$ cat src/rtl/uart_pkg.sv
// uart_pkg: constants shared by the UART transmitter and receiver.
//   OS_RATE  - os_tick pulses per bit period (16x oversampling).
//   ST_*     - transmitter FSM state encoding.
package uart_pkg;

    localparam int OS_RATE = 16;

    localparam logic [2:0] ST_IDLE   = 3'd0;
    localparam logic [2:0] ST_START  = 3'd1;
    localparam logic [2:0] ST_DATA   = 3'd2;
    localparam logic [2:0] ST_PARITY = 3'd3;
    localparam logic [2:0] ST_STOP   = 3'd4;

endpackage

$ cat src/rtl/sync_fifo.sv
// sync_fifo: single-clock FIFO with show-ahead read data and occupancy count.
//   clk, rst          - clock, async active-high reset
//   wr_en, wr_data    - push request (ignored while full, even if a pop fires)
//   rd_en, rd_data    - pop request; rd_data always shows the head entry
//   count, full, empty- occupancy status
module sync_fifo #(
    parameter int WIDTH = 8,
    parameter int DEPTH = 8,
    localparam int AW = $clog2(DEPTH)
) (
    input  logic             clk,
    input  logic             rst,
    input  logic             wr_en,
    input  logic [WIDTH-1:0] wr_data,
    input  logic             rd_en,
    output logic [WIDTH-1:0] rd_data,
    output logic [AW:0]      count,
    output logic             full,
    output logic             empty
);

    logic [WIDTH-1:0] mem [DEPTH];
    logic [AW-1:0]    wr_ptr, rd_ptr;
    logic             do_wr, do_rd;

    assign full    = (count == (AW+1)'(DEPTH));
    assign empty   = (count == '0);
    assign do_wr   = wr_en && !full;   // full blocks the push even when popping
    assign do_rd   = rd_en && !empty;
    assign rd_data = mem[rd_ptr];

    // Storage carries no reset; stale entries are never visible past count.
    always_ff @(posedge clk) begin
        if (do_wr) mem[wr_ptr] <= wr_data;
    end

    // Pointers wrap naturally since DEPTH is a power of two.
    always_ff @(posedge clk or posedge rst) begin
        if (rst) begin
            wr_ptr <= '0;
            rd_ptr <= '0;
            count  <= '0;
        end else begin
            if (do_wr) wr_ptr <= wr_ptr + AW'(1);
            if (do_rd) rd_ptr <= rd_ptr + AW'(1);
            case ({do_wr, do_rd})
                2'b10:   count <= count + (AW+1)'(1);
                2'b01:   count <= count - (AW+1)'(1);
                default: count <= count;
            endcase
        end
    end

endmodule

$ cat src/rtl/uart_tx_os16.sv
// uart_tx_os16: FIFO-buffered UART transmitter timed by a 16x oversample tick.
//   clk, rst            - clock, async active-high reset
//   os_tick             - 16x baud strobe, one clk wide
//   in_data/in_valid/in_ready - byte push handshake into the transmit FIFO
//   tx_line             - registered serial output, idles high
//   busy                - frame in progress or bytes queued
//   done                - one-clk pulse as each frame's last stop bit ends
//   fifo_count          - bytes currently queued
module uart_tx_os16 import uart_pkg::*; #(
    parameter int DATA_BITS  = 8,
    parameter int FIFO_DEPTH = 8,
    parameter int PARITY_EN  = 0,
    parameter int PARITY_ODD = 0,
    parameter int STOP_BITS  = 1,
    localparam int CW = $clog2(FIFO_DEPTH) + 1
) (
    input  logic                 clk,
    input  logic                 rst,
    input  logic                 os_tick,
    input  logic [DATA_BITS-1:0] in_data,
    input  logic                 in_valid,
    output logic                 in_ready,
    output logic                 tx_line,
    output logic                 busy,
    output logic                 done,
    output logic [CW-1:0]        fifo_count
);

    localparam int TW = $clog2(OS_RATE * 2);
    localparam int BW = $clog2(DATA_BITS);

    logic [2:0]           state;
    logic [TW-1:0]        tick_cnt;
    logic [BW-1:0]        bit_idx;
    logic [DATA_BITS-1:0] shift;
    logic                 par_bit;
    logic [DATA_BITS-1:0] head;
    logic                 fifo_full, fifo_empty;
    logic                 pop;
    logic [TW-1:0]        last_tick;
    logic                 bit_end;

    assign in_ready = !fifo_full;
    assign busy     = (state != ST_IDLE) || (fifo_count != '0);

    // Stop period spans STOP_BITS bit times; every other state is one bit.
    assign last_tick = (state == ST_STOP) ? TW'(OS_RATE * STOP_BITS - 1)
                                          : TW'(OS_RATE - 1);
    assign bit_end   = os_tick && (tick_cnt == last_tick);

    // Pop from IDLE immediately, or at the end of STOP for back-to-back frames.
    assign pop = !fifo_empty &&
                 ((state == ST_IDLE) || (state == ST_STOP && bit_end));

    sync_fifo #(.WIDTH(DATA_BITS), .DEPTH(FIFO_DEPTH)) u_fifo (
        .clk     (clk),
        .rst     (rst),
        .wr_en   (in_valid && in_ready),
        .wr_data (in_data),
        .rd_en   (pop),
        .rd_data (head),
        .count   (fifo_count),
        .full    (fifo_full),
        .empty   (fifo_empty)
    );

    always_ff @(posedge clk or posedge rst) begin
        if (rst) begin
            state    <= ST_IDLE;
            tx_line  <= 1'b1;
            done     <= 1'b0;
            tick_cnt <= '0;
            bit_idx  <= '0;
            shift    <= '0;
            par_bit  <= 1'b0;
        end else begin
            done <= 1'b0;
            // Ticks only count inside a frame; IDLE ignores them.
            if (state != ST_IDLE && os_tick)
                tick_cnt <= bit_end ? '0 : tick_cnt + TW'(1);

            // Parity is captured at load time since shift is consumed bit by bit.
            if (pop) begin
                state    <= ST_START;
                tx_line  <= 1'b0;
                shift    <= head;
                par_bit  <= (^head) ^ (PARITY_ODD != 0);
                tick_cnt <= '0;
                bit_idx  <= '0;
            end

            case (state)
                ST_IDLE: ;
                ST_START: if (bit_end) begin
                    state   <= ST_DATA;
                    tx_line <= shift[0];
                end
                ST_DATA: if (bit_end) begin
                    if (bit_idx == BW'(DATA_BITS - 1)) begin
                        if (PARITY_EN != 0) begin
                            state   <= ST_PARITY;
                            tx_line <= par_bit;
                        end else begin
                            state   <= ST_STOP;
                            tx_line <= 1'b1;
                        end
                    end else begin
                        shift   <= shift >> 1;
                        tx_line <= shift[1];
                        bit_idx <= bit_idx + BW'(1);
                    end
                end
                ST_PARITY: if (bit_end) begin
                    state   <= ST_STOP;
                    tx_line <= 1'b1;
                end
                ST_STOP: if (bit_end) begin
                    done <= 1'b1;
                    if (fifo_empty) state <= ST_IDLE;
                end
                default: begin
                    state   <= ST_IDLE;
                    tx_line <= 1'b1;
                end
            endcase
        end
    end

endmodule

$ cat config.mk
export PLATFORM = sky130hd
export DESIGN_NAME = uart_tx_os16
export DESIGN_NICKNAME = d
export VERILOG_FILES = /design/src/rtl/uart_pkg.sv /design/src/rtl/sync_fifo.sv /design/src/rtl/uart_tx_os16.sv
export SDC_FILE = /design/constraint.sdc
export NUM_CORES = 1
export LEC_CHECK = 0
export ABC_AREA = 0
export BUFFER_PORTS_ARGS = -buffer_cell sky130_fd_sc_hd__buf_2
export CORE_MARGIN = 3
export CORE_UTILIZATION = 60
export CTS_BUF_LIST = sky130_fd_sc_hd__clkbuf_16
export DETAILED_ROUTE_END_ITERATION = 10
export HOLD_SLACK_MARGIN = 0.1
export PLACE_DENSITY = 0.78
export SLEW_MARGIN = 20
export SYNTH_ARGS = -nofsm -noshare
export SYNTH_HDL_FRONTEND = slang
export SYNTH_HIERARCHICAL = 1
export SYNTH_SLANG_ARGS = --single-unit
export TNS_END_PERCENT = 20
$ cat constraint.sdc
create_clock -name clk -period 6.85 [get_ports clk]
set_clock_uncertainty 0.2 [all_clocks]
set_input_delay 0.3425 -clock clk [delete_from_list [all_inputs] [get_ports clk]]
set_output_delay 0.3425 -clock clk [all_outputs]
set_load 0.02 [all_outputs]
After elaboration in Yosys (flattened, before gate mapping) --
Memories as Yosys holds them, arrays and structs flattened. Index checks and enable logic that the tools add are counted.
Operators by class: add/subtract/negate cells 6, multipliers 0, divide/modulo/power cells 0, magnitude comparators 0, equal/unequal tests 9, shifts and indexed selects 0, multiplexer cells 30, bitwise logic cells 0, reduce and logical (&&, ||, !) cells 18
Operator list (count):
- 3-bit two-way mux | 11
- 8-bit two-way mux | 4
- 5-bit two-way mux | 3
- 3-bit case mux with 5 select lines | 1
- 3-bit by 1-bit adder with 3-bit output (second input constant) | 3
- 1-bit two-way mux | 9
- 4-bit case mux with 2 select lines | 1
- 1-bit logical AND | 7
- 3-bit by 2-bit == test with 1-bit output (second input constant) | 2
- 3-bit == test (second input constant) | 2
- 5-bit by 1-bit adder with 5-bit output (second input constant) | 1
- 5-bit by 4-bit == test with 1-bit output (second input constant) | 1
- 4-bit by 1-bit adder with 4-bit output (second input constant) | 1
- 4-bit == test (second input constant) | 1
- 4-bit logical NOT | 1
- 1-bit case mux with 4 select lines | 1
- 2-bit nonzero test | 2
- 4-bit nonzero test | 1
- 4-bit by 1-bit subtractor with 4-bit output (second input constant) | 1
- 3-bit by 1-bit == test with 1-bit output (second input constant) | 1
- 3-bit logical NOT | 1
- 3-bit nonzero test | 1
- 2-bit by 1-bit == test with 1-bit output (second input constant) | 1
- 2-bit == test (second input constant) | 1
- 3 further kinds | 5
Word-level totals: register bits 31, latch bits 0, bits in writable memories 64, bits in read-only memories 0, bits of input ports 12, output and inout bits 8, logic and storage cells 73, memories 1
Memory list:
- u_fifo.mem | words 8, width 8, rd ports 1, clocked after memory_dff 0, write ports 1, line sync_fifo.sv:22 | logic [WIDTH-1:0] mem [DEPTH];

Longest topological paths before layout --
depth after elaboration 9, gate-level depth with buffers 12, depth with buffers taken out 11

Modules after synthesis --
The synthesis kept the hierarchy.
Modules (own cells, without submodules):
- sync_fifo | instances 1, cells an instance 161, area each 3135.5 um2, seq. area each 2172.1 um2
- uart_tx_os16 | instances 1, cells an instance 111, area each 1111.1 um2, seq. area each 526.8 um2

Least setup slack after synthesis --
Ideal clock, no wire load.
path kind flip-flop to flip-flop, from reg u_fifo.count[0], to reg u_fifo.count[3], setup time 0.134 ns, arrival time 3.188 ns, required time 6.516 ns, setup slack 3.329 ns, cell stages (with the launch flop) 13, path buffers 1, period minus slack after synthesis 3.521 ns, cells stage by stage dfrtp_1 > nor4_1 > nor3_1 > a31oi_4 > buf_6 > inv_2 > o41ai_2 > inv_1 > ha_1 > ha_1 > or4b_2 > o311ai_0 > o211ai_1
On the way: longest elaborated chain between the ends 6, elaborated cells between the ends (all ways) 14, those cells by class 2 x add/sub; 3 x eq/ne; 1 x mux; 8 x reduce/logical
RTL lines:
- from (decl) | line sync_fifo.sv:17 | output logic [AW:0] count,
- from (signal assigned) | line sync_fifo.sv:47 | 2'b10: count <= count + (AW+1)'(1);
- from (signal assigned) | line sync_fifo.sv:48 | 2'b01: count <= count - (AW+1)'(1);
- from (signal assigned) | line sync_fifo.sv:49 | default: count <= count;
- 4-bit logical NOT * | line sync_fifo.sv:27 | assign empty = (count == '0);
- via fifo_empty | line uart_tx_os16.sv:38 | logic fifo_full, fifo_empty;
- 1-bit logical NOT * | line uart_tx_os16.sv:52 | assign pop = !fifo_empty &&
- 1-bit logical AND * | line uart_tx_os16.sv:52
- via pop | line uart_tx_os16.sv:39 | logic pop;
- 1-bit logical AND * | line sync_fifo.sv:29 | assign do_rd = rd_en && !empty;
- via u_fifo.do_rd | line sync_fifo.sv:24 | logic do_wr, do_rd;
- 2-bit by 1-bit == test with 1-bit output or 2-bit == test (tied branches) | line sync_fifo.sv:46 | case ({do_wr, do_rd})
- 4-bit case mux with 2 select lines or 2-bit nonzero test (tied branches)
The timed path passes the listed nets; every way through them passes the cells marked *. A chain may end at the register's enable or synchronous reset.

Worst setup path in the final report --
Same ends and word-level chain as after synthesis.

==> out/metrics.yaml <==
wl_cell_um: 18.4
drc_errors: 0
antenna_found_initial: 0
clock.fmax_ghz: 0.254
crit_type: "flip-flop to flip-flop"
r2r.worst_path.cells: 11
synth.net_count: 293
design.die.area_mm2: 0.00812
timing.rr.start: "u_fifo/count[0]"
first_global_vias: 2327
layout-drive-gt1-share_pct: 19.7
synth.area.top_cells: "sky130_fd_sc_hd__edfxtp_1 45%, sky130_fd_sc_hd__dfrtp_1 18%, sky130_fd_sc_hd__mux4_1 9.9%, sky130_fd_sc_hd__mux2_2 2.7%, sky130_fd_sc_hd__ha_1 2.4%"
crit-reg2reg-capture: "u_fifo/count[3]"
run_status: "finished clean"
numClockSinks: 95
start_util_pct: 62.2
final_critical_path_setup_slack_ps: 2920
comb_power_share_pct: 24.8
die-height_um: 90.1
flip_flop_and_latch_count_after_synthesis: 95
post_cts.resized_instances: 0
num-nets-final: 321
post-route-util_pct: 69.8
r2r_slack_ps: 2920
routabilityCongestion: 0.878
syn_inst: 272
routed_via_density: 5.91
finalHoldViolations: 0
timing.critical_path.to_type: "flip-flop"
synth.largest_area_cell: "sky130_fd_sc_hd__edfxtp_1"
synth_edf_count: 64
dr_iter_0_viols: 174
net-switching-power_uw: 583
floorplan.die.width_um: 90.1
maximum_number_of_pins_on_one_net_before_global_route_repair: 22
drt-total-wl_mm: 7.38
crit_path_max_fanout: 13
min_period_ps: 3930
slew_viol_final: 0
synth_cell_types: 52
power_frac_seq_pct: 48.3
syn_to_final_growth_pct: 12.3
grt_first_pass_wirelength_mm: 12.3
ir_worst_vdd_v: 0.000223
total_chip_power_uw: 1810
netSwitchingFraction_pct: 32.2
register_clock_pin_slew_on_the_reported_worst_setup_and_hold_paths_ps: 70
ys_dominant_reg_cell: "sky130_fd_sc_hd__edfxtp_1"
setup-violations-final: 0
synthTopCellsByCount: "64 x sky130_fd_sc_hd__edfxtp_1, 30 x sky130_fd_sc_hd__dfrtp_1, 22 x sky130_fd_sc_hd__nor2_1, 16 x sky130_fd_sc_hd__mux4_1, 15 x sky130_fd_sc_hd__a21oi_1"
layout_worst_path_cycle_share_pct: 57.4
critical_path.startpoint_type: "flip-flop"
hp-start: "os_tick"
dp_slack_ps: 2980
holdWs_ps: 224
maxCapViolations: 0
post-synth-top-count-cell: "sky130_fd_sc_hd__edfxtp_1"
postSynthAreaPerCell_um2: 15.6
synth_area_mm2: 0.00425
i_o_pin_cnt: 20
hpwlAfterDp_mm: 4.58
power.leakage_uw: 0.00186
drt-pass1-iter-count: 4
unrepaired_setup_endpoints_after_global_routing: "false"
global_route.usage.total_pct: 19.8
slew-limit-headroom_pct: 32.5
cts-htree-levels: 3
synth-async-reset-ratio_pct: 32.6
core_area_mm2: 0.00683
clock_tree.root_cell: "sky130_fd_sc_hd__clkbuf_16"
cp.required_ps: 6860
clock_buffers_created_by_tritoncts: 9
num_antenna_cells: 0
synth_seq_area_share_pct: 63.6
overflow: 0
cts-root-to-sink-buffers: 2
tritoncts: "done"
insertion_delay_ps: 340
port_buffers: 19
final_tns_setup_ps: 0
worst_hold_path.endpoint: "tick_cnt[1]"
power.density_mw_per_mm2: 380
ys_warn_count: 6
num_vias: 2369
synth.top_cell.area_share_pct: 45.3
postRouteAntennaNets: 0
internal_power_uw: 1230
rows: 30
worst-endpoint-arrival_ps: 3940
min-delay-path-class: "input port to flip-flop"
holdPathStages: 4
pwr-share-clk_pct: 26.8
timing_worst_slew_pin_value_ps: 1010
[layout by cell type (no fill, tap or decap), types with 2 or more instances in the layout]
cell                            synthesis  layout
sky130_fd_sc_hd__a21oi_1               15      15
sky130_fd_sc_hd__a22o_1                 2       2
sky130_fd_sc_hd__and3_2                 2       2
sky130_fd_sc_hd__buf_2                  4      19
sky130_fd_sc_hd__buf_4                  1       2
sky130_fd_sc_hd__clkbuf_16              0       9
sky130_fd_sc_hd__clkinv_4               0       2
sky130_fd_sc_hd__dfrtp_1               30      30
sky130_fd_sc_hd__dlygate4sd3_1          0       9
sky130_fd_sc_hd__edfxtp_1              64      64
sky130_fd_sc_hd__ha_1                   8       8
sky130_fd_sc_hd__inv_1                 10      10
sky130_fd_sc_hd__inv_6                  0       2
sky130_fd_sc_hd__inv_8                  0       2
sky130_fd_sc_hd__mux2_2                10      10
sky130_fd_sc_hd__mux2i_1                9       9
sky130_fd_sc_hd__mux4_1                16      16
sky130_fd_sc_hd__nand2_1               10      10
sky130_fd_sc_hd__nand2b_1               2       2
sky130_fd_sc_hd__nand3_1                8       8
sky130_fd_sc_hd__nand3b_1               2       2
sky130_fd_sc_hd__nand4_1                2       2
sky130_fd_sc_hd__nor2_1                22      22
sky130_fd_sc_hd__nor3_1                 4       4
sky130_fd_sc_hd__nor3b_1                3       3
sky130_fd_sc_hd__nor4_1                 3       3
sky130_fd_sc_hd__nor4b_1                2       2
sky130_fd_sc_hd__o21ai_0                4       4
sky130_fd_sc_hd__o31ai_1                2       2
sky130_fd_sc_hd__xnor2_1                5       5
sky130_fd_sc_hd__xor2_1                 2       2
[critical path, stage by stage (launching register included)]
cell and delay [ps]:
sky130_fd_sc_hd__dfrtp_1 480, sky130_fd_sc_hd__nor4_1 510, sky130_fd_sc_hd__nor3_1 160, sky130_fd_sc_hd__a31oi_4 480, sky130_fd_sc_hd__inv_2 160, sky130_fd_sc_hd__o41ai_2 110, sky130_fd_sc_hd__inv_1 150, sky130_fd_sc_hd__ha_1 310
sky130_fd_sc_hd__ha_1 370, sky130_fd_sc_hd__or4b_2 610, sky130_fd_sc_hd__o311ai_0 120, sky130_fd_sc_hd__o211ai_1 130
[cell families (layout without fill, tap and decap cells)]
logic type | Yosys count | count (layout) | synth area share (%)
compound gates | 33 | 33 | 5.63
xor+xnor | 7 | 7 | 1.44
fa+ha+maj | 9 | 9 | 2.83
buf+inv | 24 | 57 | 3.24
flops | 95 | 95 | 63.6
mux | 35 | 35 | 14.7
simple gates | 69 | 69 | 8.63
[power groups by stage]
stage	sequential, uW	clock (uW)	combinational (uW)
global placement	879	0	434
CTS	876	499	452
finish	877	487	450
floorplan	838	0	385
global route	897	522	498
detailed placement	887	0	442
[worst max path at each step]
| stage | end | slack (ps) | cells after the start | startpoint |
|---|---|---|---|---|
| after floorplan | u_fifo/count[3] | 3330 | 12 | u_fifo/count[0] |
| after global placement | u_fifo/count[3] | 3070 | 11 | u_fifo/count[0] |
| final | u_fifo/count[3] | 2920 | 11 | u_fifo/count[0] |
| after CTS | u_fifo/count[3] | 2940 | 11 | u_fifo/count[0] |
| after detailed placement | u_fifo/count[3] | 2980 | 11 | u_fifo/count[0] |
| after global routing | u_fifo/count[3] | 2650 | 11 | u_fifo/count[0] |
[stage by stage]
| step | cell area (um2) | instances |
|---|---|---|
| 2_1_floorplan | 4250 | 272 |
| 3_3_place_gp | 4380 | 376 |
| 3_5_place_dp | 4380 | 376 |
| 4_1_cts | 4770 | 401 |
| 5_1_grt | 4770 | 401 |
| 6_report | 4770 | 401 |
[flip-flops by register name, summed over array words and instances, names as in the netlist]
signal         count
u_fifo/mem        64
shift              8
tick_cnt           5
u_fifo/count       4
bit_idx            3
state              3
u_fifo/rd_ptr      3
u_fifo/wr_ptr      3
done               1
tx_line            1
[final cells by class]
| class | instances | area [um2] |
|---|---|---|
| Fill cell | 457 | 2060 |
| Clock buffer | 9 | 225 |
| Clock inverter | 7 | 73.8 |
| Multi-Input combinational cell | 153 | 1410 |
| Inverter | 11 | 41.3 |
| Sequential cell | 95 | 2700 |
| Timing Repair Buffer | 30 | 200 |
| Tap cell | 96 | 120 |
[per-layer routing]
metal	track usage (%)	wire length [um]	share of wire, %
met1	26.7	3340	45
met2	32.4	3710	50
met4	8.29	114	1.5
met3	3.35	211	2.9
met5	0	0	0
[repair_timing]
action / in CTS / in global routing
endpoints found under the hold margin: 93 / 0
endpoints found under the setup margin: 0 / 0
hold buffers: 9 / 0
setup buffers: 0 / 0
Power figures use the tool's default switching activity.
